===== config.mk =====
export PLATFORM = sky130hd
export DESIGN_NAME = frame_scanout
export DESIGN_NICKNAME = d
export VERILOG_FILES = /design/src/rtl/frame_scanout.sv
export SDC_FILE = /design/constraint.sdc
export NUM_CORES = 1
export LEC_CHECK = 0
export ABC_AREA = 1
export CELL_PAD_IN_SITES_DETAIL_PLACEMENT = 1
export CELL_PAD_IN_SITES_GLOBAL_PLACEMENT = 2
export CORE_UTILIZATION = 26
export DETAILED_ROUTE_END_ITERATION = 12
export PLACE_DENSITY = 0.9
export SLEW_MARGIN = 20
export SYNTH_ARGS = -nofsm -noshare
export SYNTH_HDL_FRONTEND = slang
export SYNTH_SLANG_ARGS = --single-unit

===== constraint.sdc =====
create_clock -name clock -period 1.6 [get_ports clock]
set_clock_uncertainty 0.1 [all_clocks]
set_input_delay 0.24 -clock clock [delete_from_list [all_inputs] [get_ports clock]]
set_output_delay 0.24 -clock clock [all_outputs]
set_load 0.02 [all_outputs]

===== src/rtl/frame_scanout.sv =====
// Raster scan-out: walks an 800x525 frame on pix_en strobes and reads pixels from a buffer.
// It registers each pixel's RGB and sync outputs exactly two clocks after that pixel's strobe.
module frame_scanout #(
  parameter int DATA_WIDTH = 12,
  parameter int X_WIDTH    = 10,
  parameter int Y_WIDTH    = 10,
  parameter int ADDR_WIDTH = X_WIDTH + Y_WIDTH,
  parameter int H_ACTIVE   = 640,
  parameter int H_FP       = 16,
  parameter int H_SYNC     = 96,
  parameter int H_BP       = 48,
  parameter int V_ACTIVE   = 480,
  parameter int V_FP       = 10,
  parameter int V_SYNC     = 2,
  parameter int V_BP       = 33
) (
  input  logic                  clock,
  input  logic                  reset,
  input  logic                  pix_en,
  input  logic [DATA_WIDTH-1:0] in_data,
  output logic [ADDR_WIDTH-1:0] out_address,
  output logic [DATA_WIDTH-1:0] rgb,
  output logic                  hsync,
  output logic                  vsync,
  output logic                  active,
  output logic                  frame_start
);

  localparam logic [X_WIDTH-1:0] H_LAST   = X_WIDTH'(H_ACTIVE + H_FP + H_SYNC + H_BP - 1);
  localparam logic [X_WIDTH-1:0] H_ACT    = X_WIDTH'(H_ACTIVE);
  localparam logic [X_WIDTH-1:0] HS_FIRST = X_WIDTH'(H_ACTIVE + H_FP);
  localparam logic [X_WIDTH-1:0] HS_LAST  = X_WIDTH'(H_ACTIVE + H_FP + H_SYNC - 1);
  localparam logic [Y_WIDTH-1:0] V_LAST   = Y_WIDTH'(V_ACTIVE + V_FP + V_SYNC + V_BP - 1);
  localparam logic [Y_WIDTH-1:0] V_ACT    = Y_WIDTH'(V_ACTIVE);
  localparam logic [Y_WIDTH-1:0] VS_FIRST = Y_WIDTH'(V_ACTIVE + V_FP);
  localparam logic [Y_WIDTH-1:0] VS_LAST  = Y_WIDTH'(V_ACTIVE + V_FP + V_SYNC - 1);

  logic [X_WIDTH-1:0]    r_h_count;
  logic [Y_WIDTH-1:0]    r_v_count;
  logic                  r_en_d, r_act_d, r_hs_d, r_vs_d, r_fs_d;
  logic [DATA_WIDTH-1:0] r_rgb;
  logic                  r_hsync, r_vsync, r_active, r_frame_start;

  logic w_h_wrap, w_v_wrap, w_act, w_hs, w_vs, w_fs;

  assign w_h_wrap = (r_h_count == H_LAST);
  assign w_v_wrap = (r_v_count == V_LAST);
  assign w_act    = (r_h_count < H_ACT) && (r_v_count < V_ACT);
  assign w_hs     = !((r_h_count >= HS_FIRST) && (r_h_count <= HS_LAST));
  assign w_vs     = !((r_v_count >= VS_FIRST) && (r_v_count <= VS_LAST));
  assign w_fs     = (r_h_count == '0) && (r_v_count == '0);

  assign out_address = ADDR_WIDTH'({r_v_count, r_h_count});
  assign rgb         = r_rgb;
  assign hsync       = r_hsync;
  assign vsync       = r_vsync;
  assign active      = r_active;
  assign frame_start = r_frame_start;

  always_ff @(posedge clock) begin
    if (reset) begin
      r_h_count <= '0;
      r_v_count <= '0;
    end else if (pix_en) begin
      if (w_h_wrap) begin
        r_h_count <= '0;
        r_v_count <= w_v_wrap ? '0 : r_v_count + Y_WIDTH'(1);
      end else begin
        r_h_count <= r_h_count + X_WIDTH'(1);
      end
    end
  end

  // Stage 1 captures the position decode alongside the buffer's address fetch.
  always_ff @(posedge clock) begin
    if (reset) begin
      r_en_d  <= 1'b0;
      r_act_d <= 1'b0;
      r_hs_d  <= 1'b1;
      r_vs_d  <= 1'b1;
      r_fs_d  <= 1'b0;
    end else begin
      r_en_d <= pix_en;
      if (pix_en) begin
        r_act_d <= w_act;
        r_hs_d  <= w_hs;
        r_vs_d  <= w_vs;
        r_fs_d  <= w_fs;
      end
    end
  end

  always_ff @(posedge clock) begin
    if (reset) begin
      r_rgb         <= '0;
      r_active      <= 1'b0;
      r_hsync       <= 1'b1;
      r_vsync       <= 1'b1;
      r_frame_start <= 1'b0;
    end else begin
      r_frame_start <= r_en_d & r_fs_d;
      if (r_en_d) begin
        r_rgb    <= r_act_d ? in_data : '0;
        r_active <= r_act_d;
        r_hsync  <= r_hs_d;
        r_vsync  <= r_vs_d;
      end
    end
  end

endmodule


# Word-level counts from Yosys, hierarchy flattened
# Index checks and enable logic that the tools add are counted.
totals:
  ramBits: 0
  latchBits: 0
  reg_bits: 41
  memories: 0
  mem_bits_ro: 0
  out_inout_bits: 36
op_classes:
  n_lt_le_gt_ge: 6
  reduce_logical: 9
  mux: 3
  bitwise_logic: 1
  addsub: 2
  shift: 0
  n_eq_ne: 2
  div_mod_pow: 0
  mul: 0
ops:
  columns: ["op", "count"]
  rows:
  - ["$add A10 B1 Y10 const B", 2]
  - ["$eq A10 B10 Y1 const B", 2]
  - ["$logic_not A10 Y1", 2]
  - ["$mux W10", 2]
  - ["$mux W12", 1]
  - ["$ge A10 B10 Y1 const B", 1]
  - ["$ge A10 B9 Y1 const B", 1]
  - ["$le A10 B10 Y1 const B", 1]
  - ["$le A10 B9 Y1 const B", 1]
  - ["$lt A10 B10 Y1 const B", 1]
  - ["$lt A10 B9 Y1 const B", 1]
  - ["$logic_and A1 B1 Y1", 4]
  - ["$logic_not A1 Y1", 2]
  - ["$reduce_and A2 Y1", 1]
  - ["$and A1 B1 Y1", 1]

# Longest topological paths before layout
# Gate-level depths: netlist of run 1.
logic_depth:
  ltp_word: 3
  depth_mapped: 9
  depth_no_buf: 9

# Worst setup path after synthesis of run 1
# Ideal clock, no wire load.
synth_path:
  path_kind: "reg-to-reg"
  startpoint: "register r_h_count[1]"
  endpoint: "register r_v_count[9]"
  slack_ps: 18
  period_less_slack_ps: 1582
  arrival_ps: 1372
  path_stages_with_launch: 9
  path_buffers: 0
  cell_sequence: "dfxtp_1 ha_1 nand3_1 nor2_2 nand3_4 nand2_4 nand2_2 nand2_1 nor2_1"
synth_between:
  elab_chain_cells: 2
synth_lines:
  columns: ["element", "line_no", "rtl"]
  rows:
  - ["start: declaration", "38", "logic [X_WIDTH-1:0] r_h_count;"]
  - ["start signal: assignment", "69", "r_h_count <= r_h_count + X_WIDTH'(1);"]
  - ["$eq A10 B10 Y1", "46", "assign w_h_wrap = (r_h_count == H_LAST);"]
  - ["$reduce_and A2 Y1 (no line)", null, null]
  - ["end signal: assignment", "67", "r_v_count <= w_v_wrap ? '0 : r_v_count + Y_WIDTH'(1);"]
  - ["end: declaration", "39", "logic [Y_WIDTH-1:0] r_v_count;"]
# No other way between the ends.
# A chain may end at the register's enable or synchronous reset.

# Worst setup path in the final report of run 1
layout_path:
  startpoint: "register r_rgb[8] (netlist: rgb[8])"
  endpoint: "output rgb[8]"
layout_rtl:
  columns: ["element", "line_no", "rtl"]
  rows:
  - ["start: declaration", "41", "logic [DATA_WIDTH-1:0] r_rgb;"]
  - ["start signal: assignment", "103", "r_rgb <= r_act_d ? in_data : '0;"]
  - ["end: declaration", "22", "output logic [DATA_WIDTH-1:0] rgb,"]
# No word-level cell between the ends.

==> impl_results.md, run 1 <==
- CP Capture Type: output port
- Port Buf Inserts: 50
- Fillers: 918
- CTS Buffer Depth: 2
- Pin count of the biggest net entering global routing: 27
- Detailed Route Iter0 Violations: 65
- GRT Total Usage: 14.9%
- Clock network latency to the later pin of the worst-skew pair: 0.29 ns
- Area growth from synthesis to layout: 42.2%
- Crit path launch type: register
- Commonest non-fill, non-tap cell in the layout: nand2_1
- Synth warn: 0
- Minimum clock period: 1.56 ns
- Final setup violation count: 0
- Pre-Repair DR Iteration Count: 4
- Peak supply drop: 0.285 mV
- RSZ-0062 raised after global routing: no
- WL met2: 2780 um
- Period utilization: 97.5%
- Crit-path max cell delay: 0.60 ns
- Sum Neg Setup Slack: 0 ns
- Hold-fix buffers, CTS: 0
- Top Metal Used: met4
- Avg Cell Area, Syn: 6.97 um^2
- Mapped Area: 2040 um^2
- Most frequent cells in the layout: nand2_1 (79), inv_1 (31), dfxtp_1 (31), nand3_1 (29), nor2_1 (24)
- Vias/cell: 4.56
- Slowest CP cell: clkdlybuf4s50_1
- GP Congestion: 0.825
- Post-synth cell types: 28
- Global-route wire length before repair: 9950 um
- Initial antenna violation count: 0
- Number of max-cap violations: 0
- CTS tree: yes
- Hold path depth: 2
- GRT Residual Overflow: 0
- IO Pins: 51
- Core Rows: 31
- Pwr Total: 2.25 mW
- Post-route design area: 2900 um^2
- Worst Tran Pin Value: 0.526 ns
- Vias in the first global route: 2098
- Worst hold path class: register to register
- Core area: 7410 um^2
- DRC viols: 0
- Setup CP Type: register to output port
- Leak: 1.45 nW
- Die W: 90.5 um
- Initial Util: 27.5%
- Number of stages on the worst setup path: 1
- Clock sink count: 41
- Register-to-register setup slack: 0.11 ns
- Fin util: 39.1%
- Relative slew slack: 64.9%
- Layout cells sized above 1: 16.3%
- Area after DPL: 2720 um^2
- Max frequency: 0.641 GHz
- Worst path cell trace: clkdlybuf4s50_1
- Final #Nets: 373
- WP data required: 1.26 ns
- #FFs+latches synth: 41
- Post-Route M1 WL: 2910 um
- Avg WL per Cell: 13.0 um
- Status: finished, final reports clean
- Met3 wire length: 183 um
- Die area: 8190 um^2
- Syn_nets: 311
- Critical path fanouts, max: 2
- P per Cell Area: 778 nW/um^2
- Hold_ws: 0.343 ns
- Final Max Slew Viols: 0
- Worst-path clk slew: 0.07 ns
- Post-Syn Instances: 292
- Critical path buffers and inverters: 1
- Max H-tree Level: 2
- Seq/Total Area, Yosys: 40.3%
- Die Height: 90.5 um
- CTS root buf: clkbuf_8
- Post-route ant nets: 0
- CP arrival: 1.22 ns
- WL final: 5900 um
- Placed wire-length estimate: 4350 um
- Vias post-DR: 2071
- Total CTS buffers: 5
- Final Hold Viols: 0
- Ant diodes: 0
- CP delay by family, top: buffers and inverters
- R2r worst-path depth: 8
final timing paths:
check	startpoint	end
max	rgb[8]	rgb[8]
min	r_fs_d	frame_start
max reg2reg	r_h_count[0]	r_v_count[4]
min reg2reg	r_fs_d	frame_start
cell type report:
type,instances,area (um^2),share of cell area (%)
Clock buffer,5,68.8,2.38
Clock inverter,3,65.1,2.25
Inverter,37,139,4.80
Multi-Input combinational cell,206,1060,36.5
Sequential cell,41,833,28.8
Tap cell,99,124,4.28
Timing Repair Buffer,63,609,21.0
metal layers:
layer	GRT usage (%)	vias up
li1	-	1060
met1	19.5	965
met2	24.9	41
met3	2.86	5
met4	3.63	0
met5	0	-
through the flow:
stage / std cells / setup WS (ns)
final: 454 / 0.0405
after CTS: 452 / 0.00288
after global routing: 454 / 0.000794
after floorplan: 292 / 0.0183
after detailed placement: 444 / -0.162
after global placement: 444 / -0.0964
cell usage after synthesis:
library cell  count  area (um^2)
nor3_1           10         50.1
inv_2             4         15.0
clkinv_1          2         7.51
nand4_1           6         37.5
nor3_4            1         16.3
nor2_4            3         33.8
clkbuf_1          2         7.51
buf_4             1         7.51
nor2_1           24         90.1
nand3_1          30          150
o21ai_1           2         10.0
nor3b_1           2         15.0
ha_1              4         50.1
nor3b_2           1         12.5
nand2_1          79          297
nand2_2           5         31.3
nand3_2           2         20.0
nand2_4           1         11.3
nor2_2            5         31.3
nand3_4           1         17.5
buf_2             3         15.0
a22oi_1           2         15.0
buf_1             2         7.51
nor3_2            2         20.0
a21oi_1          23          115
o21ai_0           3         15.0
inv_1            31          116
dfxtp_1          41          821
power by group:
| part | total, mW | switching (mW) | internal (mW) |
|---|---|---|---|
| registers | 1.06 | 0.0204 | 1.04 |
| clock network | 0.990 | 0.370 | 0.620 |
| logic | 0.198 | 0.106 | 0.0919 |
| total | 2.25 | 0.496 | 1.76 |
kinds of logic after synthesis:
| kind of cell | count (synthesis) | synth area share, % |
|---|---|---|
| AOI/OAI and AO/OA | 30 | 7.62 |
| adders and majority gates | 4 | 2.46 |
| buffers and inverters | 45 | 8.67 |
| DFF | 41 | 40.3 |
| and+or+nand+nor | 172 | 40.9 |
state kept, by name (all words and copies together) (netlist names):
register     cells
r_h_count       10
hsync            1
rgb             12
r_en_d           1
r_vs_d           1
active           1
r_hs_d           1
vsync            1
r_act_d          1
frame_start      1
r_fs_d           1
r_v_count       10
timing repair:
| action | in CTS | in global routing |
|---|---|---|
| pin swaps | 1 | 3 |
| gates resized for setup | 25 | 24 |
| setup endpoints to repair | 24 | 25 |
| setup buffers | 0 | 2 |
Note: power is estimated with default switching activity, not from simulation.
==> run 2: changes to the inputs <==
Settings changed: CORE_UTILIZATION 26 to 28, PLACE_DENSITY 0.9 to 0.95.
Clock period 1.6 ns to 1.9 ns, I/O delays scaled along.
==> impl_results.md, run 2 (same netlist as run 1, synthesis figures left out) <==
- Status: finished, final reports clean
- Core area: 6910 um^2 (-6.8%)
- Most frequent cells in the layout: nand2_1 (79), clkdlybuf4s50_1 (50), dfxtp_1 (40), inv_1 (31), nand3_1 (30)
- Final Hold Viols: 0 (unchanged)
- Hold_ws: 0.343 ns (-0.0000290 ns)
- P per Cell Area: 592 nW/um^2 (-24%)
- CTS Buffer Depth: 2 (unchanged)
- Leak: 1.08 nW (-25%)
- Clock network latency to the later pin of the worst-skew pair: 0.30 ns (about the same)
- Worst path cell trace: clkdlybuf4s50_1
- Avg WL per Cell: 13.2 um (+1.3%)
- Non-filler instance count after layout: 443 (-2.4%)
- Worst-path clk slew: 0.08 ns (about the same)
- WL met2: 2770 um (-0.36%)
- Post-route ant nets: 0 (unchanged)
- CP arrival: 1.41 ns (+0.19 ns)
- Ant diodes: 0 (unchanged)
- CTS root buf: clkbuf_8
- RSZ-0062 raised after global routing: no
- Critical path fanouts, max: 6 (+4)
- Minimum clock period: 1.80 ns
- GRT Residual Overflow: 0 (unchanged)
- Crit-path max cell delay: 0.66 ns (+0.06 ns)
- Placed wire-length estimate: 4500 um (+3.4%)
- Die W: 87.3 um (-3.6%)
- Initial antenna violation count: 0 (unchanged)
- Relative slew slack: 66.0% (+1.1 points)
- Max reg flops: 12 (unchanged)
- Max H-tree Level: 2 (unchanged)
- Layout cells sized above 1: 11.2% (-5.1 points)
- Number of max-cap violations: 0 (unchanged)
- Pre-CTS setup slack: 0.0173 ns (+0.179 ns)
- Post-Route M1 WL: 2760 um (-5.2%)
- Commonest non-fill, non-tap cell in the layout: nand2_1
- Placed Instances: 435 (-2.0%)
- Vias in the first global route: 2114 (+0.76%)
- Global-route wire length before repair: 9910 um (-0.41%)
- Worst Tran Pin Value: 0.510 ns (-0.0161 ns)
- Final Max Slew Viols: 0 (unchanged)
- CP delay by family, top: buffers and inverters
- Worst hold path class: register to register
- Sum Neg Setup Slack: 0 ns (unchanged)
- Final #Nets: 365 (-2.1%)
- CP Capture Type: output port
- Peak supply drop: 0.226 mV (-21%)
- GRT Total Usage: 16.8% (+1.9 points)
- Vias/cell: 4.68 (+2.6%)
- Fin worst setup slack: 0.100 ns (+0.0597 ns)
- Crit path launch type: register
- Pre-Repair DR Iteration Count: 4 (unchanged)
- WL final: 5830 um (-1.1%)
- Setup CP Type: register to output port
- Period utilization: 94.7%
- Area growth from synthesis to layout: 34.8%
- Initial Util: 29.5% (+2.0 points)
- Fin util: 39.7% (+0.65 points)
- Final setup violation count: 0 (unchanged)
- DRC viols: 0 (unchanged)
- Slowest CP cell: clkdlybuf4s50_1
- Die Height: 87.3 um (-3.6%)
- Number of setup buffers added after CTS: 0 (unchanged)
- Clock sink count: 41 (unchanged)
- Port Buf Inserts: 50 (unchanged)
- Die area: 7620 um^2 (-7.0%)
- Critical path buffers and inverters: 1 (unchanged)
- Core Rows: 30 (-3.2%)
- CTS tree: yes
- Total CTS buffers: 5 (unchanged)
- Hold-fix buffers, CTS: 0 (unchanged)
- Max frequency: 0.556 GHz
- Pin count of the biggest net entering global routing: 27 (unchanged)
- GP Congestion: 0.833 (+0.96%)
- Met3 wire length: 231 um (+26%)
- WP data required: 1.51 ns (+0.25 ns)
- IO Pins: 51 (unchanged)
- Top Metal Used: met4
- Vias post-DR: 2073 (+0.097%)
- Detailed Route Iter0 Violations: 36 (-45%)
[run 2: path summary, 6_finish.rpt]
path                              startpoint               to  slack (ns)  depth (start not counted)
worst max-delay path            r_v_count[3]  out_address[13]        0.10                          1
worst min-delay path                  r_fs_d      frame_start        0.34                          2
worst max register to register  r_h_count[1]     r_v_count[9]        0.22                          8
worst min register to register        r_fs_d      frame_start        0.34                          2
[run 2: cell type report]
class	count	area, um^2
fill	890	4160
multi-input combinational	206	1040
sequential	41	822
timing repair buffer	55	538
inverter	37	139
tap	96	120
clock buffer	5	68.8
clock inverter	3	17.5
[run 2: timing repair]
action	4_1_cts	5_1_grt
setup endpoints to repair	0	1
hold endpoints to repair	0	0
resized for setup	0	1
[run 2: through the flow]
stage | cell area [um^2] | power (mW)
final | 2740 | 1.62
after global routing | 2740 | 1.70
after CTS | 2740 | 1.65
after detailed placement | 2660 | 1.08
after global placement | 2660 | 1.07
after floorplan | 2040 | 0.996
[run 2: where the power goes]
| group | leakage [nW] | total (mW) | internal (mW) | switching [mW] |
|---|---|---|---|---|
| Sequential | 0.333 | 0.895 | 0.878 | 0.0174 |
| Combinational | 0.707 | 0.159 | 0.0754 | 0.0834 |
| Clock | 0.0439 | 0.570 | 0.254 | 0.316 |
[run 2: routing by layer]
metal | track usage (%) | vias up
li1 | - | 1054
met1 | 20.7 | 973
met2 | 28.9 | 40
met3 | 3.60 | 6
met4 | 5.37 | 0
met5 | 0 | -
